### src/rtl/mips_defs.sv
// Opcodes, request kinds and loader FSM states shared by the main decoder and
// the instruction encoder.
package mips_defs;

  localparam logic [5:0] OP_RTYPE = 6'b000000;
  localparam logic [5:0] OP_LW    = 6'b100011;
  localparam logic [5:0] OP_SW    = 6'b101011;
  localparam logic [5:0] OP_BEQ   = 6'b000100;
  localparam logic [5:0] OP_J     = 6'b000010;
  localparam logic [5:0] OP_ADDI  = 6'b001000;

  typedef enum logic [2:0] {
    KIND_R    = 3'd0,
    KIND_LW   = 3'd1,
    KIND_SW   = 3'd2,
    KIND_BEQ  = 3'd3,
    KIND_J    = 3'd4,
    KIND_ADDI = 3'd5
  } kind_e;

  typedef enum logic [1:0] {
    ST_IDLE  = 2'd0,
    ST_LOAD  = 2'd1,
    ST_DRAIN = 2'd2,
    ST_DONE  = 2'd3
  } state_e;

  function automatic logic kind_is_legal(input logic [2:0] kind);
    return kind <= 3'd5;
  endfunction

endpackage

### src/rtl/instr_fifo2.sv
// Two-entry 32-bit FIFO between the encoder and the memory write port; the
// head is always presented on dout so the write side sees it without delay.
module instr_fifo2 (
  input  logic        clk,
  input  logic        rst_n,
  input  logic        push,
  input  logic [31:0] din,
  input  logic        pop,
  output logic [31:0] dout,
  output logic        full,
  output logic        empty
);

  logic [31:0] mem_r [2];
  logic        wptr_r;
  logic        rptr_r;
  logic [1:0]  count_r;
  logic        push_en_s;
  logic        pop_en_s;

  assign full      = (count_r == 2'd2);
  assign empty     = (count_r == 2'd0);
  assign push_en_s = push & ~full;
  assign pop_en_s  = pop & ~empty;
  assign dout      = mem_r[rptr_r];

  // Storage, pointers and occupancy; push and pop in one cycle leave the count unchanged.
  always_ff @(posedge clk or negedge rst_n) begin
    if (!rst_n) begin
      mem_r[0] <= 32'h0000_0000;
      mem_r[1] <= 32'h0000_0000;
      wptr_r   <= 1'b0;
      rptr_r   <= 1'b0;
      count_r  <= 2'd0;
    end else begin
      if (push_en_s) begin
        mem_r[wptr_r] <= din;
        wptr_r        <= ~wptr_r;
      end
      if (pop_en_s) begin
        rptr_r <= ~rptr_r;
      end
      case ({push_en_s, pop_en_s})
        2'b10:   count_r <= count_r + 2'd1;
        2'b01:   count_r <= count_r - 2'd1;
        default: count_r <= count_r;
      endcase
    end
  end

endmodule

### src/rtl/instr_encoder.sv
// Program loader: packs symbolic instruction requests into MIPS words and
// writes them to instruction memory at consecutive word addresses.
module instr_encoder
  import mips_defs::*;
#(
  parameter int              ADDR_W    = 32,
  parameter logic [ADDR_W-1:0] BASE_ADDR = {ADDR_W{1'b0}}
) (
  input  logic              clk,
  input  logic              rst_n,
  input  logic              start,
  input  logic              req_valid,
  output logic              req_ready,
  input  logic [2:0]        req_kind,
  input  logic              req_last,
  input  logic [4:0]        req_rs,
  input  logic [4:0]        req_rt,
  input  logic [4:0]        req_rd,
  input  logic [5:0]        req_funct,
  input  logic [15:0]       req_imm,
  input  logic [25:0]       req_target,
  output logic              mem_we,
  input  logic              mem_ready,
  output logic [ADDR_W-1:0] mem_addr,
  output logic [31:0]       mem_wdata,
  output logic              busy,
  output logic              done,
  output logic              err_illegal,
  output logic [ADDR_W-1:0] word_count
);

  state_e            state_r;
  state_e            next_state_s;
  logic              fifo_full_s;
  logic              fifo_empty_s;
  logic              accept_s;
  logic              legal_s;
  logic              push_s;
  logic              pop_s;
  logic              start_ok_s;
  logic [31:0]       enc_word_s;
  logic              busy_r;
  logic              done_r;
  logic              err_r;
  logic [ADDR_W-1:0] addr_r;
  logic [ADDR_W-1:0] count_r;

  assign req_ready   = (state_r == ST_LOAD) & ~fifo_full_s;
  assign accept_s    = req_valid & req_ready;
  assign legal_s     = kind_is_legal(req_kind);
  assign push_s      = accept_s & legal_s;
  assign mem_we      = ~fifo_empty_s;
  assign pop_s       = mem_we & mem_ready;
  assign start_ok_s  = start & ((state_r == ST_IDLE) | (state_r == ST_DONE));

  assign busy        = busy_r;
  assign done        = done_r;
  assign err_illegal = err_r;
  assign mem_addr    = addr_r;
  assign word_count  = count_r;

  // Field packing per request kind; illegal kinds never reach the FIFO.
  always_comb begin
    enc_word_s = 32'h0000_0000;
    case (req_kind)
      KIND_R:    enc_word_s = {OP_RTYPE, req_rs, req_rt, req_rd, 5'b00000, req_funct};
      KIND_LW:   enc_word_s = {OP_LW, req_rs, req_rt, req_imm};
      KIND_SW:   enc_word_s = {OP_SW, req_rs, req_rt, req_imm};
      KIND_BEQ:  enc_word_s = {OP_BEQ, req_rs, req_rt, req_imm};
      KIND_J:    enc_word_s = {OP_J, req_target};
      KIND_ADDI: enc_word_s = {OP_ADDI, req_rs, req_rt, req_imm};
      default:   enc_word_s = 32'h0000_0000;
    endcase
  end

  // Next-state logic of the session FSM.
  always_comb begin
    next_state_s = state_r;
    case (state_r)
      ST_IDLE, ST_DONE: begin
        if (start) next_state_s = ST_LOAD;
        else       next_state_s = state_r;
      end
      ST_LOAD: begin
        if (accept_s && req_last) next_state_s = ST_DRAIN;
        else                      next_state_s = ST_LOAD;
      end
      ST_DRAIN: begin
        if (fifo_empty_s) next_state_s = ST_DONE;
        else              next_state_s = ST_DRAIN;
      end
      default: next_state_s = ST_IDLE;
    endcase
  end

  // State register with busy/done flopped from the next state so they align with it.
  always_ff @(posedge clk or negedge rst_n) begin
    if (!rst_n) begin
      state_r <= ST_IDLE;
      busy_r  <= 1'b0;
      done_r  <= 1'b0;
    end else begin
      state_r <= next_state_s;
      busy_r  <= (next_state_s == ST_LOAD) || (next_state_s == ST_DRAIN);
      done_r  <= (next_state_s == ST_DONE);
    end
  end

  // Write address, word counter and sticky illegal flag; start only arrives with the FIFO empty.
  always_ff @(posedge clk or negedge rst_n) begin
    if (!rst_n) begin
      addr_r  <= {ADDR_W{1'b0}};
      count_r <= {ADDR_W{1'b0}};
      err_r   <= 1'b0;
    end else if (start_ok_s) begin
      addr_r  <= BASE_ADDR;
      count_r <= {ADDR_W{1'b0}};
      err_r   <= 1'b0;
    end else begin
      if (pop_s) begin
        addr_r  <= addr_r + ADDR_W'(32'd4);
        count_r <= count_r + ADDR_W'(32'd1);
      end
      if (accept_s && !legal_s) begin
        err_r <= 1'b1;
      end
    end
  end

  instr_fifo2 u_fifo (
    .clk   (clk),
    .rst_n (rst_n),
    .push  (push_s),
    .din   (enc_word_s),
    .pop   (pop_s),
    .dout  (mem_wdata),
    .full  (fifo_full_s),
    .empty (fifo_empty_s)
  );

endmodule

### config.mk
export PLATFORM = sky130hd
export DESIGN_NAME = instr_encoder
export DESIGN_NICKNAME = d
export VERILOG_FILES = /design/src/rtl/mips_defs.sv /design/src/rtl/instr_fifo2.sv /design/src/rtl/instr_encoder.sv
export SDC_FILE = /design/constraint.sdc
export NUM_CORES = 1
export LEC_CHECK = 0
export BUFFER_PORTS_ARGS = -buffer_cell sky130_fd_sc_hd__buf_2
export CAP_MARGIN = 10
export CORE_AREA = 4 4 118 120
export CTS_CLUSTER_DIAMETER = 100
export DETAILED_ROUTE_END_ITERATION = 16
export DIE_AREA = 0 0 122 124
export HOLD_SLACK_MARGIN = 0.05
export MAX_ROUTING_LAYER = met4
export PLACE_DENSITY = 0.79
export SYNTH_ARGS = -nofsm -noshare
export SYNTH_HDL_FRONTEND = slang
export SYNTH_SLANG_ARGS = --single-unit
### constraint.sdc
create_clock -name clk -period 2.7 [get_ports clk]
set_clock_uncertainty 0.2 [all_clocks]
set_input_delay 0.54 -clock clk [delete_from_list [all_inputs] [get_ports clk]]
set_output_delay 0.54 -clock clk [all_outputs]
set_load 0.005 [all_outputs]
==> run_results.csv <==
group,metric,value,unit
critical_path,rr_endpoint,"mem_addr[30]",
timing,rsz0062_at_grt,"no",
global_routing,grt_start_max_net_pins,47,
global_routing,overflow,0,
final_layout,layout_commonest_cell,"buf_2",
synthesis,syn_inst,635,
synthesis,syn_area,6790,µm²
critical_path,cp-start-kind,"register",
route,drt-pass1-iter-count,5,
route,dr_total_vias,5788,
route,antenna_left,0,
route,drtIter0Drc,341,
synthesis,synth-seq-cells,131,
die,dieWidth,122,µm
status,status,"finished, final reports clean",
synthesis,synth_cell_types,45,
synthesis,syn_avg_cell_area,10.7,µm²
critical_path,required,2.82,ns
final_layout,final_cell_mix,"buf_2, dfrtp_1, mux2_2, a21oi_1, nand2_1",
global_routing,grt_antenna_before_repair,0,
critical_path,crit_start,"mem_addr[16]",
timing,tns,0,ns
worst_hold_path,hp-class,"input pin to register",
timing,post-route-period-util,91.4,%
final_layout,multiInputGateArea,3290,µm²
timing,fin_crit,2.47,ns
run,drv_cap,0,
route,route.detailed.drc,0,
critical_path,crit_fanout,19,
power,p_leak,3.96,nW
placement,port_buffers,169,
synthesis,ys_warn_count,0,
final_layout,fillers,1038,
final_layout,antennaDiodeCount,0,
final_layout,drive_above_1_share,38.6,%
placement,gp_congestion,0.871,
synthesis,synth.yosys.seq_area_share,48.3,%
synthesis,synth-adder-area-share,1.10,%
cts,insertion_delay,0.41,ns
cts,numCtsBuffers,17,
final_layout,final_util,64.8,%
critical_path,rr_worst_depth,4,
final_layout,syn2layout_area_growth,23.9,%
placement,dp_hpwl,12.0,mm
global_routing,track_usage,23.6,%
die,ios,173,
cts,clk_pin_slew,0.05,ns
critical_path,critPathTopFamily,"simple AND/OR/NAND/NOR gates",
cts,cts_tree,"done",
power,powerDensity,870,nW/µm²
timing,maxSlewViolCount,0,
cts,cts_buffer_depth,2,
synthesis,yosys.area.top_type,"dfrtp_1",
critical_path,cp_slowest_stage_delay,0.80,ns
synthesis,synth_compound_gate_area_share,13.6,%
final_layout,regArea,3280,µm²
power,peakVddDrop,0.000530,V
cts,cts-root-buf,"clkbuf_16",
worst_hold_path,min-delay-start,"start",
synthesis,synthMuxAreaShare,15.4,%
route,vias_per_cell,5.88,
global_routing,grt_pass1_wl,27.8,mm
route,wl_per_cell,17.6,µm
synthesis,synthSimpleGateAreaFrac,14.8,%
synthesis,synth_top_area_share,48.3,%
timing,max_freq,405,MHz
timing,slew-limit-headroom,42.5,%
synthesis,synth-xor-area-share,3.35,%
critical_path,worstSetupEndpointType,"register",
cts,cts_max_level,4,
die,dieArea,15100,µm²
die,initial_utilization,52.3,%
synthesis,yosys-top-cells-area,"dfrtp_1, mux2_2, or4_1",
critical_path,critPathKind,"register to register",
critical_path,cp_cell_sequence,"nand4_1, or4_1, or4_1, a21oi_1",
worst_hold_path,holdPathEnd,"state_r[0]",
die,die_h,124,µm
critical_path,timing.rr.start,"mem_addr[16]",
critical_path,crit_arrival,2.59,ns
critical_path,cp.depth,4,
timing,hold_viol_final,0,
synthesis,synth_ff_type,"dfrtp_1",
worst_hold_path,min_path_cells,3,
timing,setup_violations,0,
timing,worstMarginPinSlew,0.861,ns
final_layout,final_nets,873,
synthesis,synth_edf_count,0,
synthesis,async_reset_ff_share,100,%
synthesis,synth_top_family_by_area,"multiplexers",
critical_path,critPathSlowestCell,"or4_1",
cts,clock-sinks,131,
critical_path,regToRegSetupSlack,0.23,ns
critical_path,crit_path_frequent_cell,"or4_1",
cts,cts.repair.resized,0,
global_routing,grt_pass1_vias,5655,
critical_path,path_buf_inv,0,
die,coreArea,13000,µm²
die,placementRows,42,
route,routed_wirelength,17.4,mm
[through the flow]
stage | setup WS [ns] | instance area [µm²] | total power [mW] | hold slack (ns) | std cells
floorplan | 0.545 | 6800 | 4.21 | 0.0444 | 637
global placement | 0.342 | 7820 | 4.94 | 0.281 | 951
detailed placement | 0.282 | 7820 | 5.07 | 0.290 | 951
CTS | 0.245 | 8420 | 7.38 | 0.271 | 984
global route | 0.131 | 8420 | 7.72 | 0.307 | 984
finish | 0.231 | 8420 | 7.32 | 0.298 | 984
[worst register-to-register path, delay by kind of cell (launching register included)]
kind | cells | cell delay (ns)
simple gates | 3 | 1.54
compound gates | 1 | 0.20
flops | 1 | 0.44
[report_power, final]
part           internal [mW]  switching (mW)  total [mW]
Sequential              2.47           0.340        2.81
Clock                   1.45           0.819        2.26
Combinational           1.19            1.06        2.25
Total                   5.10            2.22        7.32
[flip-flops by register name (all words and copies together), names as in the netlist]
| signal | count |
|---|---|
| done | 1 |
| u_fifo.rptr_r | 1 |
| u_fifo.mem_r | 60 |
| state_r | 2 |
| mem_addr | 30 |
| err_illegal | 1 |
| word_count | 32 |
| u_fifo.wptr_r | 1 |
| u_fifo.count_r | 2 |
| busy | 1 |
[cell families (layout without fill, tap and decap cells)]
| family | Yosys count | in the layout |
|---|---|---|
| and+or+nand+nor | 183 | 183 |
| AOI/OAI and AO/OA | 140 | 140 |
| DFF | 131 | 131 |
| muxes | 93 | 93 |
| buffers and inverters | 55 | 226 |
| xor gates and xnor gates | 26 | 26 |
| adders and majority gates | 6 | 6 |
| other | 1 | 3 |
[timing repair]
item                       in CTS  in global routing
hold endpoints to repair       29                  0
setup buffers                   0                  0
setup endpoints to repair       0                  0
hold buffers                    1                  0
[metal layers]
metal | GRT usage [%] | up-vias | wire length [µm]
met3 | 4.50 | 49 | 920
met5 | - | - | 0
li1 | - | 2702 | -
met1 | 29.5 | 2838 | 7110
met4 | 9.38 | 0 | 444
met2 | 38.3 | 199 | 8880
[cell type report]
| cell class | instances | area share (%) |
|---|---|---|
| clock inverters | 10 | 1.25 |
| repair buffers | 184 | 11.9 |
| inverters | 10 | 0.446 |
| multi-input cells | 451 | 39.1 |
| well taps | 176 | 2.62 |
| flip-flops and latches | 131 | 38.9 |
| clock buffers | 22 | 5.75 |
[how the worst max path moves through the flow]
| stage | end | slack, ns |
|---|---|---|
| after global routing | mem_addr[27] | 0.13 |
| after CTS | mem_wdata[26] | 0.24 |
| after detailed placement | mem_addr[27] | 0.28 |
| after floorplan | u_fifo.mem_r[59] | 0.55 |
| after global placement | mem_addr[26] | 0.34 |
| final | mem_addr[30] | 0.23 |
[synth_stat cells (6+ instances only)]
library cell	count
nand2_1	37
dfrtp_1	131
xnor2_1	17
a22o_1	10
or4_1	30
o31ai_1	24
buf_2	6
xor2_1	9
inv_1	9
nor2_1	29
clkbuf_1	29
nand3_1	21
a21oi_1	40
nor3_1	6
ha_1	6
nand4_1	15
o21ai_0	17
and3_1	7
a22oi_1	27
or3_1	12
mux2_2	90
o22ai_1	11
Note: power is estimated with default switching activity, not from simulation.
